$ cat src/rtl/bin2bcd_seq_ctrl.sv
// Sequential binary-to-BCD converter: MSB-first double-and-add over a chain
// of per-digit decimal cells, valid/ready on both sides, no pipelining.

// One decimal digit: s = 2*digit + carryIn, corrected back into 0..9.
module bin2bcdDigit (
  input  logic [3:0] digit,
  input  logic       carryIn,
  output logic [3:0] digitNext,
  output logic       carryOut
);
  logic [4:0] sum;

  assign sum = {digit, carryIn};

  // Decimal correction: anything 10..19 wraps and carries into the next digit.
  always_comb begin
    digitNext = sum[3:0];
    carryOut  = 1'b0;
    if (sum > 5'd9) begin
      digitNext = 4'(sum - 5'd10);
      carryOut  = 1'b1;
    end
  end
endmodule

module bin2bcd_seq_ctrl #(
  parameter int WIDTH  = 16,
  parameter int DIGITS = 5
) (
  input  logic                  clk,
  input  logic                  rst,
  input  logic                  in_valid,
  output logic                  in_ready,
  input  logic [WIDTH-1:0]      in_data,
  output logic                  out_valid,
  input  logic                  out_ready,
  output logic [4*DIGITS-1:0]   out_bcd,
  output logic                  overflow,
  output logic                  busy
);
  localparam int CW = $clog2(WIDTH + 1);

  typedef enum logic [1:0] {IDLE, CONV, DONE} state_t;

  state_t                  state, nextState;
  logic [WIDTH-1:0]        shiftReg;
  logic [CW-1:0]           bitCnt;
  logic [DIGITS-1:0][3:0]  digitReg;
  logic [DIGITS-1:0][3:0]  digitNext;
  logic [DIGITS:0]         carry;
  logic                    ovfReg;
  logic                    lastStep;

  // The binary MSB enters the units digit as its carry-in.
  assign carry[0] = shiftReg[WIDTH-1];

  for (genvar k = 0; k < DIGITS; k++) begin : gDigit
    bin2bcdDigit uDigit (
      .digit     (digitReg[k]),
      .carryIn   (carry[k]),
      .digitNext (digitNext[k]),
      .carryOut  (carry[k+1])
    );
  end

  assign lastStep = (bitCnt == CW'(1));

  // State register.
  always_ff @(posedge clk) begin
    if (rst) state <= IDLE;
    else     state <= nextState;
  end

  // Next-state: accept in IDLE, run WIDTH steps, hold result until taken.
  always_comb begin
    nextState = state;
    case (state)
      IDLE:    if (in_valid) nextState = CONV;
      CONV:    if (lastStep) nextState = DONE;
      DONE:    if (out_ready) nextState = IDLE;
      default: nextState = IDLE;
    endcase
  end

  // Datapath: load on accept, one double-and-add step per CONV cycle.
  always_ff @(posedge clk) begin
    if (rst) begin
      shiftReg <= '0;
      bitCnt   <= '0;
      digitReg <= '0;
      ovfReg   <= 1'b0;
    end else begin
      case (state)
        IDLE: if (in_valid) begin
          shiftReg <= in_data;
          bitCnt   <= CW'(WIDTH);
          digitReg <= '0;
          ovfReg   <= 1'b0;
        end
        CONV: begin
          shiftReg <= shiftReg << 1;
          bitCnt   <= bitCnt - CW'(1);
          digitReg <= digitNext;
          ovfReg   <= ovfReg | carry[DIGITS];
        end
        default: ;
      endcase
    end
  end

  // Status outputs decode from state only; data outputs come from registers.
  assign in_ready  = (state == IDLE);
  assign busy      = (state == CONV);
  assign out_valid = (state == DONE);
  assign out_bcd   = digitReg;
  assign overflow  = ovfReg;
endmodule
$ cat config.mk
export PLATFORM = sky130hd
export DESIGN_NAME = bin2bcd_seq_ctrl
export DESIGN_NICKNAME = d
export VERILOG_FILES = /design/src/rtl/bin2bcd_seq_ctrl.sv
export SDC_FILE = /design/constraint.sdc
export NUM_CORES = 1
export LEC_CHECK = 0
export ABC_AREA = 1
export CAP_MARGIN = 40
export CELL_PAD_IN_SITES_DETAIL_PLACEMENT = 1
export CELL_PAD_IN_SITES_GLOBAL_PLACEMENT = 2
export CORE_UTILIZATION = 29
export CTS_BUF_LIST = sky130_fd_sc_hd__clkbuf_16
export CTS_CLUSTER_DIAMETER = 50
export DETAILED_ROUTE_END_ITERATION = 6
export PLACE_DENSITY_LB_ADDON = 0.1
export SLEW_MARGIN = 20
export SYNTH_ARGS = -nofsm -noshare
export SYNTH_HDL_FRONTEND = slang
export SYNTH_SLANG_ARGS = --single-unit
$ cat constraint.sdc
create_clock -name clk -period 2 [get_ports clk]
set_input_delay 0.4 -clock clk [delete_from_list [all_inputs] [get_ports clk]]
set_output_delay 0.4 -clock clk [all_outputs]
set_load 0.1 [all_outputs]
Word level (Yosys, flattened, before mapping):

Index checks and enable logic that the tools add are counted.

* flip-flop bits (word level): 44
* input bits: 20
* output and inout port bits: 24
* logic and storage cells: 53

* $add $sub $neg: 6
* order comparisons: 5
* eq/ne operators: 6
* mux-type cells: 22
* bitwise logic cells: 1
* reductions and logical operators: 4

Operator list (number)
* 20-bit case mux with 2 select lines: 1
* 16-bit case mux with 2 select lines: 1
* 5-bit by 4-bit > comparator with 1-bit output (second input constant): 5
* 20-bit 2-to-1 mux: 1
* 4-bit 2-to-1 mux: 5
* 4-bit subtractor (second input constant): 5
* 16-bit 2-to-1 mux: 1
* 5-bit case mux with 2 select lines: 1
* 1-bit 2-to-1 mux: 6
* 2-bit 2-to-1 mux: 3
* 2-bit case mux with 3 select lines: 1
* 5-bit by 1-bit == test with 1-bit output (second input constant): 1
* 5-bit 2-to-1 mux: 1
* 5-bit by 1-bit subtractor with 5-bit output (second input constant): 1
* 2-bit by 1-bit != test with 1-bit output (second input constant): 2
* 3-bit AND reduction: 1
* 2-bit by 1-bit == test with 1-bit output (second input constant): 1
* 2-bit == test (second input constant): 1
* 2-bit zero test: 1
* 2-bit != test (second input constant): 1
* 1-bit case mux with 2 select lines: 1
* 2-bit AND reduction: 1
* 2-bit nonzero test: 1
* 1-bit bitwise OR: 1

Longest topological paths before layout:

Gate-level depths: netlist of run 1.

* depth after elaboration: 12
* gate-level depth with buffers: 17

By module:

From an unflattened synthesis of run 1, not the netlist that was laid out.

* cells, all modules: 436
* area total of the unflattened synthesis: 2842.7 um^2

Modules (own cells, without submodules)
* bin2bcd_seq_ctrl: instances 1, cells an instance 276, area an instance 1935.6 um^2, sequential area each 880.8 um^2
* bin2bcdDigit: instances 5, cells an instance 32, area an instance 181.4 um^2, sequential area each 0.0 um^2

Worst setup path before layout of run 1:

OpenSTA, ideal clock, no wires.

* path kind: register -> register
* start point: register state[1]
* end point: register digitReg (netlist bit out_bcd[17])
* setup time: 0.131 ns
* arrival: 2.669 ns
* path slack: -0.800 ns
* cell stages (with the launch flop): 9
* path buffers: 2
* cells stage by stage: dfxtp_1 nor2_1 nand2_1 inv_2 nor2_1 buf_2 buf_2 nand2_1 a21oi_2

* word-level cells in the longest chain between the ends: 3
* elaborated cells between the ends (all ways): 6
* classes of those cells: eq/ne: 2; mux: 1; reduce/logical: 3

Ends and longest elaborated chain
* start, declared: line 45 `state_t state, nextState;`
* start signal, assigned: line 71 `else state <= nextState;`
* 2-bit zero test (*)
* named net in_ready: line 33 `output logic in_ready,`
* 2-bit != test (no source line) or 2-bit nonzero test (tied branches)
* 2-bit AND reduction (no source line)
* end signal, assigned: line 103 `digitReg <= digitNext;`
* end, declared: line 48 `logic [DIGITS-1:0][3:0] digitReg;`

Mark *: on every way through the listed nets, which the timed path passes. The rest lies on a longest branch.
A chain may end at the register's enable or synchronous reset.

Worst setup path after layout of run 1:

* start point: register digitReg (netlist bit out_bcd[0])
* end point: register digitReg (netlist bit out_bcd[17])

* word-level cells in the longest chain between the ends: 11
* elaborated cells between the ends (all ways): 12
* classes of those cells: add/sub: 1; order compare: 5; mux: 6

Ends and longest elaborated chain
* 5-bit by 4-bit > comparator with 1-bit output (*): line 19 `if (sum > 5'd9) begin`
* 1-bit 2-to-1 mux (*): line 19
* 5-bit by 4-bit > comparator with 1-bit output (*): line 19
* 1-bit 2-to-1 mux (*): line 19
* 5-bit by 4-bit > comparator with 1-bit output (*): line 19
* 1-bit 2-to-1 mux (*): line 19
* 5-bit by 4-bit > comparator with 1-bit output (*): line 19
* 1-bit 2-to-1 mux (*): line 19
* 4-bit subtractor or 5-bit by 4-bit > comparator with 1-bit output (tied branches): line 20, 19
* 4-bit 2-to-1 mux (*): line 19
* 20-bit case mux with 2 select lines (*): line 93 `case (state)`

Mark *: on every way between the ends. The rest lies on a longest branch, timed or not.

==> results of run 1 <==
[layer usage]
| metal | track usage, % | up-vias | share of wire [%] | routed length, um |
|---|---|---|---|---|
| met3 | 2.85 | 7 | 2.4 | 164 |
| met1 | 20.1 | 1114 | 46 | 3090 |
| li1 | - | 1192 | - | - |
| met4 | 3.97 | 0 | 1.1 | 75 |
| met2 | 30.5 | 32 | 51 | 3420 |
| met5 | 0 | - | 0 | 0 |
[cell families (layout without fill, tap and decap cells)]
group / Yosys count / in the layout / synth area share (%)
flops: 44 / 44 / 36.5
simple gates: 161 / 161 / 32.2
compound gates: 64 / 64 / 15.2
buf+inv: 62 / 111 / 9.90
fa+ha+maj: 12 / 12 / 6.22
[state kept, by name, summed over array words and instances (netlist names)]
name      count
shiftReg     16
out_bcd      20
overflow      1
bitCnt        5
state         2
[critical path, cell delays in order, from the launching register on]
cell	delay [ns]
dfxtp_4	0.37
inv_4	0.05
ha_4	0.15
inv_2	0.05
a21oi_2	0.05
nand2_2	0.11
nand3_2	0.10
nand2_4	0.10
nand3_2	0.08
nand2_4	0.10
nand3_4	0.07
nand2_4	0.09
nand3_4	0.08
nand2_4	0.10
nand2_4	0.06
nand2_2	0.06
nand3_2	0.06
a21oi_2	0.14
[cell type report]
cell class                 instances  share of cell area, %
sequential                        44                   27.9
clock inverter                     2                  0.268
inverter                          49                   5.77
timing repair buffer              55                   16.0
tap                              102                   3.90
clock buffer                       5                   3.82
multi-input combinational        237                   42.3
[per-stage QoR]
stage                     setup TNS [ns]  instance area, sq um  hold slack, ns  utilization (%)  setup WS, ns
after floorplan                  -0.0347                  2460           0.440                -       -0.0222
final                                  0                  3270           0.462             41.5         0.117
after CTS                              0                  3170           0.465             40.2        0.0663
after global routing             -0.0176                  3270           0.482             41.5       -0.0176
after detailed placement               0                  3040           0.456             38.5        0.0847
after global placement                 0                  3040           0.455             38.5         0.138
[path summary, 6_finish.rpt]
kind | start | to | cells after the start | slack, ns
max | out_bcd[0] | out_bcd[17] | 17 | 0.12
min | shiftReg[0] | shiftReg[0] | 2 | 0.46
max reg2reg | out_bcd[0] | out_bcd[17] | 17 | 0.12
min reg2reg | shiftReg[0] | shiftReg[0] | 2 | 0.46
[cells in the final DEF, fill, tap and decap left out, types with 7 or more instances in the layout]
cell	n
a31oi_1	8
a21oi_1	32
nand2_1	97
clkdlybuf4s50_1	19
ha_1	10
buf_4	31
dfxtp_2	12
nor2_1	10
inv_1	42
nand3_1	15
o21ai_0	7
dfxtp_1	27
[power by group]
group | internal (W) | switching [W]
registers | 0.000911 | 0.0000314
logic | 0.000142 | 0.000218
clock network | 0.000450 | 0.000343
[what timing repair did]
item	in CTS	in global routing
endpoints found under the hold margin	0	0
setup buffers	0	3
gates resized for setup	0	16
endpoints found under the setup margin	0	7
==> impl_results.md, run 1 <==
* Status: completed
* Die Width at about 93 um
* Final worst clock skew at 0.00191 ns
* CTS buffer count at 5
* Register area at 915 sq um
* Worst skew pair latency at 0.28 ns
* Arr. time, crit path at ~2.1 ns
* CTS hold repair buffers at 0
* Synth Register Bits at 44
* Fmax at 0.531 GHz
* Vias per Instance at 4.75
* Max VDD drop at 0.322 mV
* Final layout net count at ~420
* ANT nets after route at 0
* Clk root buf: clkbuf_16
* Placed insts at 484
* Clock-pin slew on the worst setup and hold paths at 0.06 ns
* Total chip power at 0.00209 W
* Area growth syn-to-layout at 35.6%
* Fill count at around 980
* CP Capture Type: flip-flop
* DR vias at 2,345
* Final Max Slew Viols at 0
* # clock sinks at 44
* RSZ-0062 raised after global routing: true
* Post-synth top cells: nand2_1 (97), inv_1 (45), dfxtp_1 (44), a21oi_1 (33), nand3_1 (16)
* Initial antenna violation count at 0
* Most numerous cell in the Yosys netlist: nand2_1
* Share of cells above drive strength 1 at a little over a quarter
* Library cells used by synthesis at 31
* Cells after Synth at 343
* Total iterations of the first detailed-routing run at 4
* Post-synthesis sequential area ratio at 36.5%
* Final Cycle Share at 94.1%
* I/O pins at 44
* Rows at 32
* WS Path Type: flip-flop to flip-flop
* Area leader, netlist: dfxtp_1
* Async S/R FF share, synth at 0%
* Number of global-route vias before repair at 2,379
* Final setup violation count at 0
* Mapped Nets at roughly 380
* Hold Violations, Final at 0
* Post-route DRC at 0
* Maximum root-to-sink buffer count at 2
* Max-slew headroom at just over 70%
* Avg Cell Area, Syn at 7.04 sq um
* Max-cap violations at 0
* H-tree depth at 2
* Diode count at 0
* Largest net degree at the start of global routing at 25
* Die H at 93.2 um
* Post-Layout Cell Count at 494
* Synth warnings at 0
* Grt total ovfl at 0
* Prevailing post-synth register cell: dfxtp_1
* Post-synth EDFFs at 0
* Area of the multi-input gates at 1390 sq um
* Buffers added on ports at 43
* Mapped cell area at 2410 sq um
* Synth top area cells: dfxtp_1 (36%), nand2_1 (15%), inv_1 (7.0%)
* Least-Margin Pin Slew at between 0.4 and 0.5 ns
* GRT Total Usage at 16.7%
* Core outline area at 7890 sq um
* Max FO, Critical Path at 4
* Static leakage at 1.36 nW
* Share of the synthesized area in the top cell type at between 30% and 40%
* Full die area at a little under 9000 sq um
* Data required, critical path at 2.21 ns
* DR iter-0 viols at 59
* Routability cong. at about 0.73
* First-pass GRT wire length at 11.4 mm
* Initial Utilization at 30.6%
* Drt total wl at just under 7 mm
* WL/cell at 13.7 um
* CP startpoint kind: flip-flop
* TritonCTS clock tree: done
* DP HPWL at 5.04 mm
* Post-route minimum period at 1.88 ns
* Worst min-delay path class: flip-flop to flip-flop
* Power Dens Cells at 640 nW/um^2
(Power assumes the default switching activity.)
==> run 2: changes to the inputs <==
--- a/config.mk
+++ b/config.mk
@@ -6,15 +6,15 @@
 export NUM_CORES = 1
 export LEC_CHECK = 0
 export ABC_AREA = 1
-export CAP_MARGIN = 40
 export CELL_PAD_IN_SITES_DETAIL_PLACEMENT = 1
 export CELL_PAD_IN_SITES_GLOBAL_PLACEMENT = 2
 export CORE_UTILIZATION = 29
-export CTS_BUF_LIST = sky130_fd_sc_hd__clkbuf_16
+export CTS_BUF_LIST = sky130_fd_sc_hd__clkbuf_8 sky130_fd_sc_hd__clkbuf_16
 export CTS_CLUSTER_DIAMETER = 50
 export DETAILED_ROUTE_END_ITERATION = 6
 export PLACE_DENSITY_LB_ADDON = 0.1
 export SLEW_MARGIN = 20
 export SYNTH_ARGS = -nofsm -noshare
 export SYNTH_HDL_FRONTEND = slang
+export SYNTH_HIERARCHICAL = 1
 export SYNTH_SLANG_ARGS = --single-unit
==> run 2 against run 1 <==
  * The flow now finishes with violations (negative setup slack)
  * Global-route usage grew 1.0 points
  * Critical path depth grew 6
  * Maximum frequency shrank 23%
  * Synthesized area grew 18%
  * Cell count grew 31%
  * Non-clock buffer count grew 41
  * Setup slack lost 0.55 ns
  * First-iteration DRC count shrank 19%
  * Clock skew grew 0.0090 ns
  * Largest power group unchanged
==> impl_results.md, run 2 <==
* Sw frac at 32.5%
* Routability cong. at approximately 0.8
* Status: finished, violations left
* Largest register FFs at 20
* Post-synth EDFFs at 0
* Critical R2R Launch: out_bcd[0]
* Combinational Power Share at 20.6%
* Commonest non-fill, non-tap cells in the layout: nand2_1 (92), nand3_1 (77), buf_4 (61)
* Mapped cell area at 2840 sq um
* Place WS at -0.421 ns
* Static leakage at 1.77 nW
* Post-Layout Cell Count at approximately 650
* CP startpoint kind: flip-flop
* Total iterations of the first detailed-routing run at 4
* Final worst clock skew at between 0.01 and 0.015 ns
* Area growth syn-to-layout at 43.7%
* Library cells used by synthesis at 23
* Max VDD drop at 0.206 mV
* ANT nets after route at 0
* Die Width at slightly above 100 um
* Least-Margin Pin Slew at 0.434 ns
* Core outline area at 9370 sq um
* TritonCTS clock tree: done
* Synth top area cells: dfxtp_1 (31%), nand3_1 (16%), nand2_1 (14%)
* Prevailing post-synth register cell: dfxtp_1
* Final Max Slew Viols at 0
* Cells after Synth at 436
* Post-synthesis sequential area ratio at 31.0%
* Rows at 35
* RSZ-0062 raised after global routing: true
* WS Path Type: flip-flop to flip-flop
* DR iter-0 viols at 48
* H-tree depth at 2
* # clock sinks at 44
* Avg Cell Area, Syn at 6.52 sq um
* Share of the synthesized area in the top cell type at 31.0%
* Clock-pin slew on the worst setup and hold paths at 0.09 ns
* Power Dens Cells at between 400 and 500 nW/um^2
* Post-route minimum period at 2.43 ns
* Psw at 0.000625 W
* Mapped Nets at 468
* Initial antenna violation count at 0
* Post-route DRC at 0
* Flop pwr share at 48.7%
* Worst skew pair latency at 0.31 ns
* Largest net degree at the start of global routing at 35
* Synth warnings at 6
* Share of cells above drive strength 1 at 29.3%
* GRT Total Usage at 17.7%
* Drt total wl at 8.67 mm
* Fmax at between 0.4 and 0.5 GHz
* Fill count at between 1,000 and 1,500
* First-pass GRT wire length at 14.2 mm
* Worst hold slack at between 0.4 and 0.5 ns
* Number of global-route vias before repair at just over 3,000
* Diode count at 0
* Post-synth top cells: nand2_1 (104), nand3_1 (89), inv_1 (48), nor2_1 (45), dfxtp_1 (44)
* Final Cycle Share at 122%
* WL/cell at 13.4 um
* Area leader, netlist: dfxtp_1
* Final setup violation count at 14
* Initial Utilization at 30.3%
* Async S/R FF share, synth at 0%
* Grt total ovfl at 0
* P_int at 0.00130 W
* Maximum root-to-sink buffer count at 2
* Placed insts at 621
* Die H at around 100 um
* Clock Power Share at roughly 30%
* Synth Register Bits at 44
* Hold Violations, Final at 0
* Worst min-delay path class: flip-flop to flip-flop
* CP Capture Type: flip-flop
* Final layout net count at between 500 and 600
* DP HPWL at 6.00 mm
* Crit. Startpoint: out_bcd[0]
* Max-cap violations at 0
* Hold Crit Start: bitCnt[0]
* Vias per Instance at 4.73
* Arr. time, crit path at 2.62 ns
* Data required, critical path at 2.19 ns
* Clk root buf: clkbuf_8
* Max FO, Critical Path at 3
* Most common cell after layout, fill and taps aside: nand2_1
* Max-slew headroom at between 70 and 80%
* DR vias at 3,058
* Full die area at 10,200 sq um
* CTS buffer count at 5
* Setup ws final at -0.434 ns
* Buffers added on ports at 43
* I/O pins at 44
* Failing checks: negative setup slack
* Most numerous cell in the Yosys netlist: nand2_1
## run 2: cell count changes after synthesis, moves of 7 or more
cell and delta:
a31oi_1 -8, buf_4 +10, nand2_1 +7, nand3_1 +73
nor2_1 +30
## run 2: worst max-delay path: stages (launching register included)
cell     delay (ns)
dfxtp_4        0.36
inv_4          0.08
ha_4           0.14
nand2_2        0.04
nand2_2        0.08
nand3_4        0.07
nand2_4        0.08
nand2_2        0.04
nand2_1        0.06
nand3_2        0.07
nand2_2        0.09
nand2_1        0.06
nand2_1        0.08
nand3_2        0.08
buf_4          0.14
buf_4          0.12
buf_4          0.12
buf_4          0.12
buf_4          0.12
buf_4          0.13
nand3_1        0.08
nand2_1        0.05
nand2_1        0.05
a21oi_1        0.06
## run 2: layout make-up
cell class                      count  area (sq um)  area share [%]
Clock buffer                        5          68.8            1.69
Clock inverter                      3          18.8           0.460
Inverter                           59           295            7.23
Multi-Input combinational cell    311          1690            41.5
Sequential cell                    44           896            21.9
Tap cell                          129           161            3.95
Timing Repair Buffer               96           951            23.3
## run 2: cell families (layout without fill, tap and decap cells)
| logic type | after synthesis | after routing | synth area share (%) |
|---|---|---|---|
| fa+ha+maj | 12 | 12 | 5.28 |
| buf+inv | 81 | 163 | 15.2 |
| compound gates | 34 | 34 | 5.99 |
| xor+xnor | 5 | 5 | 1.54 |
| flops | 44 | 44 | 31.0 |
| simple gates | 260 | 260 | 41.0 |
## run 2: path summary, 6_finish.rpt
path	depth (start not counted)	end	slack (ns)
min	1	bitCnt[0]	0.50
min reg2reg	1	bitCnt[0]	0.50
max reg2reg	23	out_bcd[10]	-0.43
max	23	out_bcd[10]	-0.43
## run 2: per-layer routing
layer	GRT usage [%]	vias up	share of wire (%)
li1	-	1546	-
met1	21.4	1473	46
met2	32.4	33	51
met3	2.77	6	2.2
met4	4.57	0	0.83
met5	0	-	0
## run 2: stage by stage
| stage | util [%] | setup TNS (ns) | power (W) | instance area (sq um) |
|---|---|---|---|---|
| floorplan | - | -4.91 | 0.00121 | 2920 |
| global placement | 40.0 | -1.94 | 0.00135 | 3750 |
| detailed placement | 40.0 | -2.43 | 0.00136 | 3750 |
| CTS | 42.6 | -3.20 | 0.00196 | 3990 |
| global route | 43.6 | -7.39 | 0.00202 | 4080 |
| finish | 43.6 | -4.96 | 0.00192 | 4080 |
## run 2: repair_timing
action / 4_1_cts / 5_1_grt
hold buffers: 0 / 0
endpoints found under the setup margin: 8 / 14
endpoints found under the hold margin: 0 / 0
setup buffers: 14 / 5
gates resized for setup: 11 / 16
pin swaps: 12 / 17
## run 2: power groups by stage
stage                     Sequential [W]  Clock, W  Combinational, W
after floorplan                 0.000956         0          0.000250
after global placement          0.000956         0          0.000391
after detailed placement        0.000958         0          0.000399
after CTS                       0.000938  0.000620          0.000402
after global routing            0.000942  0.000641          0.000435
final                           0.000937  0.000590          0.000396
